==> src/rtl/rr_mux_reg_if.sv <==
// Handshake bundle for rr_mux_reg: N producer channels into one registered consumer port.
// The master side drives channels, mode/sel and out_ready; the slave side is the mux.
interface rr_mux_reg_if #(
    parameter int WIDTH = 8,
    parameter int NCH   = 4,
    parameter int SELW  = 2
);
    logic                  mode;
    logic [SELW-1:0]       sel;
    logic [NCH*WIDTH-1:0]  in_data;
    logic [NCH-1:0]        in_valid;
    logic [NCH-1:0]        in_ready;
    logic [WIDTH-1:0]      out_data;
    logic [SELW-1:0]       out_ch;
    logic                  out_valid;
    logic                  out_ready;

    modport master (
        output mode, sel, in_data, in_valid, out_ready,
        input  in_ready, out_data, out_ch, out_valid
    );

    modport slave (
        input  mode, sel, in_data, in_valid, out_ready,
        output in_ready, out_data, out_ch, out_valid
    );
endinterface

==> src/rtl/rr_mux_reg.sv <==
// N-channel registered mux with fixed-select or round-robin arbitration and a single
// output register that sustains one word per clock when the consumer is always ready.
module rr_mux_reg #(
    parameter int WIDTH = 8,
    parameter int NCH   = 4,
    parameter int SELW  = 2
) (
    input  logic        clk,
    input  logic        rst_n,
    rr_mux_reg_if.slave bus
);
    logic [WIDTH-1:0] data_p1;
    logic [SELW-1:0]  ch_p1;
    logic             vld_p1;
    logic [SELW-1:0]  ptr;

    logic             load;
    logic [NCH-1:0]   grant;
    logic [SELW-1:0]  gidx;
    logic             gany;
    logic [WIDTH-1:0] sel_data;

    assign load = !vld_p1 || bus.out_ready;

    // Round-robin scans ptr..NCH-1 first, then wraps to 0..ptr-1.
    always_comb begin
        grant    = '0;
        gidx     = '0;
        gany     = 1'b0;
        sel_data = '0;
        if (!bus.mode) begin
            for (int i = 0; i < NCH; i++) begin
                if (SELW'(i) == bus.sel && bus.in_valid[i]) begin
                    grant[i] = 1'b1;
                    gidx     = SELW'(i);
                    gany     = 1'b1;
                end
            end
        end else begin
            for (int i = 0; i < NCH; i++) begin
                if (!gany && bus.in_valid[i] && SELW'(i) >= ptr) begin
                    grant[i] = 1'b1;
                    gidx     = SELW'(i);
                    gany     = 1'b1;
                end
            end
            for (int i = 0; i < NCH; i++) begin
                if (!gany && bus.in_valid[i] && SELW'(i) < ptr) begin
                    grant[i] = 1'b1;
                    gidx     = SELW'(i);
                    gany     = 1'b1;
                end
            end
        end
        for (int i = 0; i < NCH; i++) begin
            if (grant[i]) begin
                sel_data = bus.in_data[i*WIDTH +: WIDTH];
            end
        end
    end

    assign bus.in_ready = (rst_n && load) ? grant : '0;

    // Stage boundary: grant -> output register (p1).
    always_ff @(posedge clk) begin
        if (!rst_n) begin
            vld_p1  <= 1'b0;
            data_p1 <= '0;
            ch_p1   <= '0;
            ptr     <= '0;
        end else if (load) begin
            vld_p1 <= gany;
            if (gany) begin
                data_p1 <= sel_data;
                ch_p1   <= gidx;
                if (bus.mode) begin
                    ptr <= (gidx == SELW'(NCH-1)) ? '0 : gidx + 1'b1;
                end
            end
        end
    end

    assign bus.out_data  = data_p1;
    assign bus.out_ch    = ch_p1;
    assign bus.out_valid = vld_p1;
endmodule
==> src/flat_wrapper.sv <==
// flat-port wrapper written by rule: the top's interface ports become plain ports
module rr_mux_reg_flat 
#(
    parameter int WIDTH = 8,
    parameter int NCH   = 4,
    parameter int SELW  = 2
)
  (clk, rst_n, bus_mode, bus_sel, bus_in_data, bus_in_valid, bus_out_ready, bus_in_ready, bus_out_data, bus_out_ch, bus_out_valid);
  rr_mux_reg_if #(.WIDTH(WIDTH), .NCH(NCH), .SELW(SELW)) bus_i ();
  input  logic clk;
  input  logic rst_n;
  input wire logic [$bits(bus_i.mode)-1:0] bus_mode;
  input wire logic [$bits(bus_i.sel)-1:0] bus_sel;
  input wire logic [$bits(bus_i.in_data)-1:0] bus_in_data;
  input wire logic [$bits(bus_i.in_valid)-1:0] bus_in_valid;
  input wire logic [$bits(bus_i.out_ready)-1:0] bus_out_ready;
  output wire logic [$bits(bus_i.in_ready)-1:0] bus_in_ready;
  output wire logic [$bits(bus_i.out_data)-1:0] bus_out_data;
  output wire logic [$bits(bus_i.out_ch)-1:0] bus_out_ch;
  output wire logic [$bits(bus_i.out_valid)-1:0] bus_out_valid;
  assign bus_i.mode = bus_mode;
  assign bus_i.sel = bus_sel;
  assign bus_i.in_data = bus_in_data;
  assign bus_i.in_valid = bus_in_valid;
  assign bus_i.out_ready = bus_out_ready;
  assign bus_in_ready = bus_i.in_ready;
  assign bus_out_data = bus_i.out_data;
  assign bus_out_ch = bus_i.out_ch;
  assign bus_out_valid = bus_i.out_valid;
  rr_mux_reg #(.WIDTH(WIDTH), .NCH(NCH), .SELW(SELW)) u_core (.clk(clk), .rst_n(rst_n), .bus(bus_i));
endmodule
==> config.mk <==
export PLATFORM = sky130hd
export DESIGN_NAME = rr_mux_reg_flat
export DESIGN_NICKNAME = d
export VERILOG_FILES = /design/src/rtl/rr_mux_reg_if.sv /design/src/rtl/rr_mux_reg.sv /design/src/flat_wrapper.sv
export SDC_FILE = /design/constraint.sdc
export NUM_CORES = 1
export LEC_CHECK = 0
export ABC_AREA = 1
export CAP_MARGIN = 20
export CORE_MARGIN = 2
export CORE_UTILIZATION = 44
export DETAILED_ROUTE_END_ITERATION = 8
export GPL_ROUTABILITY_DRIVEN = 1
export HOLD_SLACK_MARGIN = 0.06
export PLACE_DENSITY = 0.91
export SLEW_MARGIN = 40
export SYNTH_ARGS = -nofsm -noshare
export SYNTH_HDL_FRONTEND = slang
export SYNTH_SLANG_ARGS = --single-unit
==> constraint.sdc <==
create_clock -name clk -period 2.4 [get_ports clk]
set_input_delay 0.48 -clock clk [delete_from_list [all_inputs] [get_ports clk]]
set_output_delay 0.48 -clock clk [all_outputs]
set_load 0.02 [all_outputs]
==> flow_summary.yaml <==
finish:
  drive_gt1_frac: 0.2447
  final_util: 0.7587
  syn2layout_area_growth_pct: 66.56
  multi_input_area_um2: 817.0
  regArea_um2: 260.3
  diodes: 0
  num-fill-cells: 197
  nets: 325
timing:
  worstMarginPinSlew_ns: 0.2504
  fmaxAchievable_mhz: 428.9
  holdWs_ns: 0.4693
  rsz0062_at_grt: "false"
  setup_ws_ns: 0.06850
  final.period_utilization: 0.9715
  hold_viol: 0
  setup_viol: 0
  drv_slew: 0
  finalSetupTns_ns: 0
  slew_headroom: 0.8313
  finalCriticalPeriod_ns: 2.332
  fin_skew_ns: 0.003411
logic_synthesis:
  synth.mux.area_fraction: 0
  synth_fa_ha_area_frac: 0
  synth_most_common_cell: "nand2_1"
  yosysSeqAreaShare: 0.2127
  synth_fp_nets: 238
  synth.avg_cell_area_um2: 6.243
  synth_commonest_cells: "nand2_1, inv_1, nand3_1"
  synth.ff_latch_count: 13
  async_reset_ff_frac: 0
  synth_top_family_by_area: "simple AND/OR/NAND/NOR gates"
  synth_top_area_cell: "dfxtp_1"
  synth_xor_area_frac: 0
  synth_compound_area_frac: 0.1278
  synth_edf_count: 0
  syn_inst: 196
  synth_flop_cell: "dfxtp_1"
  netlist_top_cells_area: "dfxtp_1, nand2_1, nand3_1"
  yosysWarnings: 0
  synth_top_area_frac: 0.2127
  yosys.area_share.simple: 0.5337
  syn-cell-area_um2: 1224
  synth.distinct_cells: 27
pwr:
  seqPwrFrac: 0.320
  irDropWorstVdd_uv: 500.6
  power_density_nw_per_um2: 390.3
  clkPwrFrac: 0.164
  swShare: 0.3565
  leakagePower_nw: 1.017
  p_int_uw: 511.8
  p_switching_uw: 283.6
  power_frac_comb: 0.516
  fin_total_pwr_uw: 795.4
placed_design:
  dp_hpwl_mm: 3.190
  place.gp.congestion: 0.9739
  post-place-ws_ns: -0.4156
  port_buffers: 56
worst_setup_path:
  endpoint_kind: "primary output"
  crit_type: "in -> out"
  crit_path_cell_trace: "clkdlybuf4s50_1, nand2_2, nand4_4, nor2_4, nand3_2, nand2_4, nand2_1, nor2_1, buf_4"
  crit_start: "bus_in_valid[0]"
  crit_arrival_ns: 1.85
  slowest_stage: "clkdlybuf4s50_1"
  startpoint_type: "input port"
  required_ns: 1.92
  critPathMaxStageDelay_ns: 0.45
  crit_fanout: 4
  r2r-start: "u_core.ptr[1]"
drt:
  viasPerCell: 5.073
  route.vias.total: 1588
  ant_nets: 0
  totalWireLength_mm: 3.787
  drcViolationCount: 0
  dr.pass1.iters: 5
  first_iter_violations: 58
  wl_per_cell_um: 12.10
floorplanning:
  rows: 19
  die_area_um2: 3219
  die_x_um: 56.74
  ios: 57
  initial_utilization: 0.4555
  core_area_um2: 2686
  die_h_um: 56.74
clock_network:
  cts_tree: "done"
  clk_pin_slew_worst_paths_ns: 0.07
  cts_sinks: 13
  cts_made_buffers: 3
  root_buffer: "clkbuf_4"
  clock_path_buffers: 2
  htreeDepth: 1
  clock_latency_ns: 0.27
min_path:
  hold_start: "u_core.bus.out_data[5]"
  min_path_type: "reg -> reg"
global_routing:
  grt_max_degree: 13
  grt_busiest_layer: "met2"
  antenna_found_initial: 0
  met3_usage: 0.06221
  grt.met2_usage: 0.4186
  grt_util_met1: 0.2553
  track_usage: 0.2298
  grt_overflow: 0
  grt_pass1_vias: 1467
  grt_pass1_wl_mm: 5.920
run:
  maxCapViolCount: 0
run_status:
  status: "finished clean"
-- power by group through the flow --
stage	Combinational [mW]	Clock, mW	Sequential [mW]
after floorplan	0.188	0	0.283
after global placement	0.399	0	0.258
after detailed placement	0.407	0	0.259
after CTS	0.407	0.135	0.255
after global routing	0.443	0.144	0.258
final	0.410	0.131	0.254
-- stage by stage --
step | instances | instance area, um^2
floorplan | 196 | 1224
global placement | 308 | 2012
detailed placement | 308 | 2012
CTS | 312 | 2036
global route | 313 | 2038
finish | 313 | 2038
-- critical path: cells and delay by family --
kind          cells  cell delay [ns]
buf+inv           2             0.61
simple gates      7             0.75
-- layer usage --
metal / up-vias / part of all wire / routed length (um)
met5: - / 0 / 0
met4: 0 / 0.023 / 87
met2: 74 / 0.48 / 1821
li1: 803 / - / -
met1: 701 / 0.41 / 1554
met3: 10 / 0.086 / 324
-- cell usage in the layout, fill, tap and decap left out, types with 5 or more instances in the layout --
master            n
a21oi_1          13
buf_4            31
clkdlybuf4s50_1  52
dfxtp_1          13
inv_1            27
nand2_1          49
nand2_2          10
nand3_1          22
nand3_2           6
nand4_1           5
nor2_1           18
o21ai_0           6
-- path summary, 6_finish.rpt --
check,endpoint,slack [ns],cells past startpoint
max,bus_in_ready[2],0.07,9
max reg2reg,u_core.bus.out_data[0],0.63,13
min reg2reg,u_core.bus.out_data[5],0.47,2
min,u_core.bus.out_data[5],0.47,2
-- kinds of logic (layout without fill, tap and decap cells) --
kind of cell	Yosys count	after routing
AND/OR/NAND/NOR	123	123
buffers and inverters	34	120
AO/OA/AOI/OAI	26	26
flip-flops	13	13
-- sequential cells by signal, summed over array words and instances, names as in the netlist --
name / count
u_core.bus.out_data: 8
u_core.bus.out_ch: 2
u_core.ptr: 2
u_core.bus.out_valid: 1
-- timing repair --
item                                    4_1_cts  5_1_grt
hold buffers                                  0        0
endpoints found under the hold margin         0        0
endpoints found under the setup margin        4        4
resized for setup                            15        5
pin swaps                                     0        1
buffers inserted                              0        1
-- cell type report --
cell class                      instances  area share
Inverter                               30     0.05525
Timing Repair Buffer                   86      0.3843
Multi-Input combinational cell        149      0.4009
Clock buffer                            4     0.01289
Tap cell                               31     0.01903
Sequential cell                        13      0.1277
Power figures use the tool's default switching activity.
